==> src/rtl/snake_tick_ctrl.sv <==
// rtl/snake_tick_ctrl.sv - game-step tick generator with speed levels for a snake game
//
// Ports:
//   clk          : sole clock, all state updates on the rising edge
//   reset        : asynchronous active-low reset
//   start        : level-sampled start/restart request (IDLE/OVER only)
//   pause_toggle : one-cycle pulse toggling RUN <-> PAUSED
//   food_eaten   : one-cycle pulse per food consumed (RUN only)
//   game_over    : one-cycle pulse ending the game (RUN/PAUSED)
//   tick         : registered one-cycle game-step strobe
//   level        : current speed level, saturating at MAX_LEVEL
//   state        : IDLE=00, RUN=01, PAUSED=10, OVER=11

module snake_tick_ctrl #(
   parameter int BASE_PERIOD    = 2500000,
   parameter int STEP           = 250000,
   parameter int MAX_LEVEL      = 7,
   parameter int FOOD_PER_LEVEL = 4
) (
   input  logic                           clk,
   input  logic                           reset,
   input  logic                           start,
   input  logic                           pause_toggle,
   input  logic                           food_eaten,
   input  logic                           game_over,
   output logic                           tick,
   output logic [$clog2(MAX_LEVEL+1)-1:0] level,
   output logic [1:0]                     state
);

   localparam int LW = $clog2(MAX_LEVEL + 1);
   localparam int CW = $clog2(BASE_PERIOD);
   // A single food per level would give a zero-width counter; keep one bit.
   localparam int FW = (FOOD_PER_LEVEL > 1) ? $clog2(FOOD_PER_LEVEL) : 1;

   // The shortest period must stay positive, otherwise the game stalls.
   if (BASE_PERIOD <= MAX_LEVEL * STEP) begin : g_bad_params
      $error("snake_tick_ctrl: BASE_PERIOD must exceed MAX_LEVEL*STEP");
   end

   typedef enum logic [1:0] {
      S_IDLE   = 2'b00,
      S_RUN    = 2'b01,
      S_PAUSED = 2'b10,
      S_OVER   = 2'b11
   } state_t;

   state_t          r_state;
   state_t          w_next_state;
   logic [CW-1:0]   r_count;
   logic [FW-1:0]   r_food;
   logic [LW-1:0]   r_level;
   logic            r_tick;

   logic [31:0]     w_period_m1;
   logic            w_terminal;
   logic            w_start;
   logic            w_run_stay;
   logic            w_food_take;

   // Full 32-bit arithmetic so the period is never truncated.
   assign w_period_m1 = 32'(BASE_PERIOD) - 32'(r_level) * 32'(STEP) - 32'd1;
   // >= rather than == : a level-up that drops the period below the current
   // count must still tick on the next edge instead of wrapping the counter.
   assign w_terminal  = (32'(r_count) >= w_period_m1);

   assign w_start     = ((r_state == S_IDLE) || (r_state == S_OVER)) && start;
   assign w_run_stay  = (r_state == S_RUN) && !game_over && !pause_toggle;
   // Food still counts when it coincides with a pause request, but not with game_over.
   assign w_food_take = (r_state == S_RUN) && !game_over && food_eaten;

   always_ff @(posedge clk or negedge reset) begin
      if (!reset) begin
         r_state <= S_IDLE;
      end else begin
         r_state <= w_next_state;
      end
   end

   always_comb begin
      w_next_state = r_state;
      case (r_state)
         S_IDLE, S_OVER: begin
            if (start) w_next_state = S_RUN;
         end
         S_RUN: begin
            if (game_over)         w_next_state = S_OVER;
            else if (pause_toggle) w_next_state = S_PAUSED;
         end
         S_PAUSED: begin
            if (game_over)         w_next_state = S_OVER;
            else if (pause_toggle) w_next_state = S_RUN;
         end
         default: w_next_state = S_IDLE;
      endcase
   end

   always_ff @(posedge clk or negedge reset) begin
      if (!reset) begin
         r_count <= '0;
         r_food  <= '0;
         r_level <= '0;
         r_tick  <= 1'b0;
      end else begin
         r_tick <= 1'b0;
         if (w_start) begin
            r_count <= '0;
            r_food  <= '0;
            r_level <= '0;
         end else begin
            // Counter only moves while staying in RUN; pause holds it.
            if (w_run_stay) begin
               if (w_terminal) begin
                  r_count <= '0;
                  r_tick  <= 1'b1;
               end else begin
                  r_count <= r_count + CW'(1);
               end
            end
            // Level update uses the pre-edge level for the compare above.
            if (w_food_take) begin
               if (r_food == FW'(FOOD_PER_LEVEL - 1)) begin
                  r_food <= '0;
                  if (r_level != LW'(MAX_LEVEL)) r_level <= r_level + LW'(1);
               end else begin
                  r_food <= r_food + FW'(1);
               end
            end
         end
      end
   end

   assign tick  = r_tick;
   assign level = r_level;
   assign state = r_state;

endmodule

==> config.mk <==
export PLATFORM = sky130hd
export DESIGN_NAME = snake_tick_ctrl
export DESIGN_NICKNAME = d
export VERILOG_FILES = /design/src/rtl/snake_tick_ctrl.sv
export SDC_FILE = /design/constraint.sdc
export NUM_CORES = 1
export LEC_CHECK = 0
export ABC_AREA = 1
export CORE_ASPECT_RATIO = 1.1
export CORE_UTILIZATION = 55
export DETAILED_ROUTE_END_ITERATION = 8
export PLACE_DENSITY = 0.86
export SLEW_MARGIN = 10
export SYNTH_ARGS = -nofsm -noshare
export SYNTH_HDL_FRONTEND = slang
export SYNTH_SLANG_ARGS = --single-unit
export TNS_END_PERCENT = 20
==> constraint.sdc <==
create_clock -name clk -period 4 [get_ports clk]
set_input_delay 1 -clock clk [delete_from_list [all_inputs] [get_ports clk]]
set_output_delay 1 -clock clk [all_outputs]
set_load 0.1 [all_outputs]
; After elaboration in Yosys (flattened, before gate mapping)
; Index checks and enable logic that the tools add are counted.
[totals]
reg_bits = 30
in_bits = 6
output_inout_bits = 6
elab_cells = 54
[op_classes]
n_addsub = 5
mul = 1
magnitude_cmp = 1
eq_ne = 8
muxes = 19
reduce_logical = 15
[op_table]
columns = operator, n
row1 = 22-bit two-way mux, 3
row2 = 22-bit by 32-bit greater-or-equal comparator with 1-bit output, 1
row3 = 23-bit by 2-bit subtractor with 24-bit output (second input constant), 1
row4 = 22-bit by 21-bit subtractor with 23-bit output (first input constant), 1
row5 = 22-bit by 1-bit adder with 22-bit output (second input constant), 1
row6 = 3-bit by 14-bit multiplier with 17-bit output (second input constant), 1
row7 = 2-bit two-way mux, 8
row8 = 3-bit two-way mux, 4
row9 = 3-bit != test (second input constant), 3
row10 = 2-bit nonzero test, 4
row11 = 2-bit equality test (second input constant), 3
row12 = 2-bit case mux with 3 select lines, 1
row13 = 3-bit AND reduction, 2
row14 = 1-bit logical AND, 4
row15 = 3-bit by 1-bit adder with 3-bit output (second input constant), 1
row16 = 1-bit two-way mux, 3
row17 = 2-bit by 1-bit adder with 2-bit output (second input constant), 1
row18 = 2-bit by 1-bit equality test with 1-bit output (second input constant), 1
row19 = 1-bit zero test, 2
row20 = 2-bit zero test, 1
row21 = 2-bit != test (second input constant), 1
row22 = 2-bit OR reduction, 1
row23 = 1-bit logical OR, 1

; Logic depth before layout (Yosys ltp)
[logic_depth]
depth_word = 7
depth_mapped = 26
depth_no_buf = 24

; Least setup slack after synthesis
; No wires, ideal clock.
[synth_path]
path_type = reg2reg
startpoint = register r_level[0] (netlist: level[0])
endpoint = register r_count[12]
setup_ns = 0.129
t_arrival_ns = 4.371
t_required_ns = 3.871
slack_ns = -0.499
stages_incl_launch_ff = 23
path_buffers = 2
period_less_slack_ns = 4.499
cell_sequence = dfrtp_1 -> buf_6 -> inv_4 -> ha_1 -> inv_1 -> ha_1 -> fa_1 -> inv_1 -> nand2_2 -> nor2_8 -> nand2_2 -> nand2_4 -> nand2_4 -> nor2_4 -> nand2_1 -> xor2_1 -> ha_1 -> nand2_1 -> o21a_1 -> o21a_1 -> nand2_1 -> buf_2 -> o22ai_1
[synth_between]
elab_chain_cells = 7
[synth_rtl]
columns = element, line
row1 = from (decl), 52  ; logic [LW-1:0] r_level;
row2 = from (signal assigned), 124  ; if (r_level != LW'(MAX_LEVEL)) r_level <= r_level + LW'(1);
row3 = 3-bit by 14-bit multiplier with 17-bit output, 62  ; assign w_period_m1 = 32'(BASE_PERIOD) - 32'(r_level) * 32'(STEP) - 32'd1;
row4 = 22-bit by 21-bit subtractor with 23-bit output, 62
row5 = 23-bit by 2-bit subtractor with 24-bit output, 62
row6 = 22-bit by 32-bit greater-or-equal comparator with 1-bit output, 65  ; assign w_terminal = (32'(r_count) >= w_period_m1);
row7 = 22-bit two-way mux, 113  ; if (w_terminal) begin
row8 = 22-bit two-way mux, 112  ; if (w_run_stay) begin
row9 = 22-bit two-way mux, 106  ; if (w_start) begin
row10 = to (signal assigned), 117  ; r_count <= r_count + CW'(1);
row11 = to (decl), 50  ; logic [CW-1:0] r_count;
; No other way between the ends. The select of a mux whose other input is x is not followed.
; A chain may end at the register's enable or synchronous reset.

; Worst setup path in the final report
; Ends and elaborated chain as after synthesis.

==> summary.md <==
| Metric | Value |
|---|---|
| Fmax | `263 MHz` |
| Initial antenna violation count | `0` |
| DRT Pass-1 Iters | `5` |
| PortBufs | `11` |
| First-pass GRT wire length | `~14000 um` |
| Worst setup EP type | `register` |
| MaxCap Viol Count | `0` |
| Primary FF master, synth | `dfrtp_1` |
| Die Y | `just over 80 um` |
| P_leak | `approximately 1.8 nW` |
| Synth unique cells | `41` |
| # IOs | `12` |
| Worst R2R Start | `level[0]$_DFFE_PN0P_` |
| Crit path time final | `approximately 3.8 ns` |
| P per Cell Area | `about 900 nW/um^2` |
| Post-Layout Inst Area | `approximately 3600 um^2` |
| Root buffer cell | `clkbuf_8` |
| Worst path slowest cell | `dfrtp_4` |
| Number of global-route vias before repair | `3132` |
| Worst-Skew Late Latency | `roughly 0.29 ns` |
| EDFF count, synth | `0` |
| Antenna diodes | `0` |
| CP most frequent cell | `nand2_1` |
| Via-to-Cell Ratio | `around 5.7` |
| Switching share of power | `a little under three fifths` |
| CTS Buf Count | `5` |
| Placed cell areas | `between 3000 and 4000 um^2` |
| Final worst-path cycle share | `approximately 95%` |
| Via count | `between 3000 and 4000` |
| Worst path bufs/invs | `4` |
| Worst stage delay on the critical path | `around 0.53 ns` |
| Most frequent cells in the layout | `nand2_1, inv_1, nand3_1, ha_1, nor2_1` |
| Layout Skew | `0.0113 ns` |
| Critical Path, Cell by Cell | `inv_4, ha_1, inv_1, ha_2, fa_2, inv_2, nand2_2, nor2_8, nand2_2, nand2_4, nand2_4, nor2_4, nand2_1, xor2_1, ha_1, nand2_1, o21a_1, o21a_1, nand2_1, buf_12, o22ai_1` |
| Critical Path AT | `approximately 4.0 ns` |
| Crit path kind | `reg2reg` |
| CP Launch Type | `register` |
| TritonCTS clock tree | `done` |
| VDD IR max | `0.940 mV` |
| Avg Inst Size Synth | `7.02 um^2` |
| Crit path launch | `level[0]$_DFFE_PN0P_` |
| CTS HTree Levels | `2` |
| Req. time, crit path | `roughly 4.2 ns` |
| Area grow syn2layout | `11.2%` |
| Internal cell power | `approximately 1.4 mW` |
| Hold path start | `r_count[1]$_DFFE_PN0P_` |
| Crit path max fanout | `21` |
| Sequential element share of the synthesized area | `22.9%` |
| Share of cells above drive strength 1 | `around 15%` |
| Final ANT Viol Nets | `0` |
| Layout Cells excl Fill | `around 570` |
| GRT Overall Usage | `a little over a quarter` |
| Placer Congestion | `about 0.95` |
| Die area | `between 6000 and 7000 um^2` |
| DP Wirelength | `between 6000 and 7000 um` |
| Core ar. | `roughly 5800 um^2` |
| Core Rows | `29` |
| Clock Power Share | `under 10%` |
| Hold-fix buffers, CTS | `0` |
| HP Class | `reg2reg` |
| Dpl cells | `557` |
| DRC violations left | `0` |
| Final count of negative-setup-slack endpoints | `0` |
| Initial Util | `a little under three fifths` |
| Top delay family on crit path | `adder cells` |
| Final Hold Viols | `0` |
| FFs w/ async S/R, synth | `100%` |
| Most common cell after layout, fill and taps aside | `nand2_1` |
| Flip-flop and latch count after synthesis | `30` |
| Switch Pwr | `1.89 mW` |
| Routed WL | `between 8000 and 9000 um` |
| Clock transition at the registers of the reported paths | `0.07 ns` |
| Tightest Pin Transition | `1.03 ns` |
| Max Buffers Root-to-Sink | `2` |
| Initial DRC Count | `between 200 and 250` |
| Slew HR | `a little over 30%` |
| Fin. max-slew vios | `0` |
| Die Width | `about 76 um` |
| Fin nets | `~540` |
| Synthesized cell area | `between 3000 and 4000 um^2` |
| Largest net degree at the start of global routing | `23` |
| Clk sinks | `30` |
| Status | `finished clean` |
| Share of total power in combinational logic | `between 70% and 80%` |
| Seq pwr share | `12.3%` |
| Mapped Cells | `467` |
| Gr ovfl total | `0` |
| Post-Syn Nets | `between 500 and 600` |
| YS warnings | `0` |
| WL/cell | `14.2 um` |
[worst register-to-register path: stages, from the launching register on]
cell and delay [ns]:
dfrtp_4 0.53, inv_4 0.07, ha_1 0.27, inv_1 0.11, ha_2 0.22, fa_2 0.47
inv_2 0.09, nand2_2 0.10, nor2_8 0.14, nand2_2 0.07, nand2_4 0.08, nand2_4 0.06
nor2_4 0.12, nand2_1 0.08, xor2_1 0.16, ha_1 0.29, nand2_1 0.08, o21a_1 0.20
o21a_1 0.19, nand2_1 0.12, buf_12 0.16, o22ai_1 0.09
[metrics by stage]
stage / hold WS, ns / setup slack (ns) / setup TNS, ns / utilization (%) / total power, mW
3_5_place_dp: 0.518 / 0.114 / 0 / 61.0 / 2.94
4_1_cts: 0.533 / 0.129 / 0 / 62.6 / 3.21
3_3_place_gp: 0.501 / 0.275 / 0 / 61.0 / 2.84
5_1_grt: 0.593 / -0.00338 / -0.00680 / 63.2 / 3.60
6_report: 0.530 / 0.192 / 0 / 63.2 / 3.28
2_1_floorplan: 0.479 / 0.0253 / 0 / - / 2.46
[logic make-up (layout without fill, tap and decap cells)]
family | count (synthesis) | in the layout | synth area share (%)
adder cells (fa/ha/maj) | 40 | 40 | 16.0
flip-flops | 30 | 30 | 22.9
buffers and inverters | 67 | 90 | 8.21
XOR/XNOR | 15 | 15 | 4.01
AND/OR/NAND/NOR | 241 | 241 | 36.2
AO/OA/AOI/OAI | 74 | 74 | 12.8
[worst paths after layout]
kind | slack, ns | depth (start not counted) | to
min in group asynchronous | 1.28 | 1 | tick$_DFF_PN0_
setup / recovery | 0.19 | 21 | r_count[12]$_DFFE_PN0P_
hold reg to reg | 0.53 | 2 | r_count[1]$_DFFE_PN0P_
max in group asynchronous | 1.97 | 1 | level[0]$_DFFE_PN0P_
setup reg to reg | 0.19 | 21 | r_count[12]$_DFFE_PN0P_
hold / removal | 0.53 | 2 | r_count[1]$_DFFE_PN0P_
[synthesized netlist by cell type (4+ instances only)]
cell	number	area share (%)
o22ai_1	12	2.3
a21oi_1	22	3.4
nand4_1	11	2.1
nor2_4	5	1.7
o21ai_0	18	2.7
nand2_4	5	1.7
inv_1	51	5.8
nand3_1	41	6.3
nor3_1	8	1.2
xnor2_1	4	1.1
inv_2	10	1.1
nand2_2	11	2.1
nor2_2	4	0.76
ha_1	37	14
nand2_1	113	13
nor2_1	31	3.6
dfrtp_1	30	23
xor2_1	11	2.9
o21ai_1	11	1.7
[repair_timing]
action / in CTS / in global routing
endpoints found under the setup margin: 0 / 21
gates resized for setup: 0 / 7
setup buffers: 0 / 2
[power by group through the flow]
stage	Clock (mW)	Sequential, mW	Combinational [mW]
floorplan	0	0.565	1.90
global placement	0	0.408	2.43
detailed placement	0	0.413	2.53
CTS	0.268	0.406	2.54
global route	0.281	0.411	2.91
finish	0.268	0.404	2.61
[state kept, by name, indices dropped and copies added, names as in the netlist]
name / cells
level: 3
state: 2
r_count: 22
tick: 1
r_food: 2
[final cells by class]
cell class / instances / area (um^2)
Multi-Input combinational cell: 370 / 2270
Fill cell: 500 / 2120
Sequential cell: 30 / 757
Inverter: 62 / 235
Timing Repair Buffer: 20 / 188
Tap cell: 77 / 96.3
Clock buffer: 6 / 82.6
Clock inverter: 2 / 12.5
[metal layers]
metal,part of all wire [%],GRT usage [%],wire (um)
met1,44,31.9,3520
met2,51,49.9,4150
met5,0,0,0
met4,2.4,9.76,194
met3,2.6,3.28,213
(Power assumes the default switching activity.)
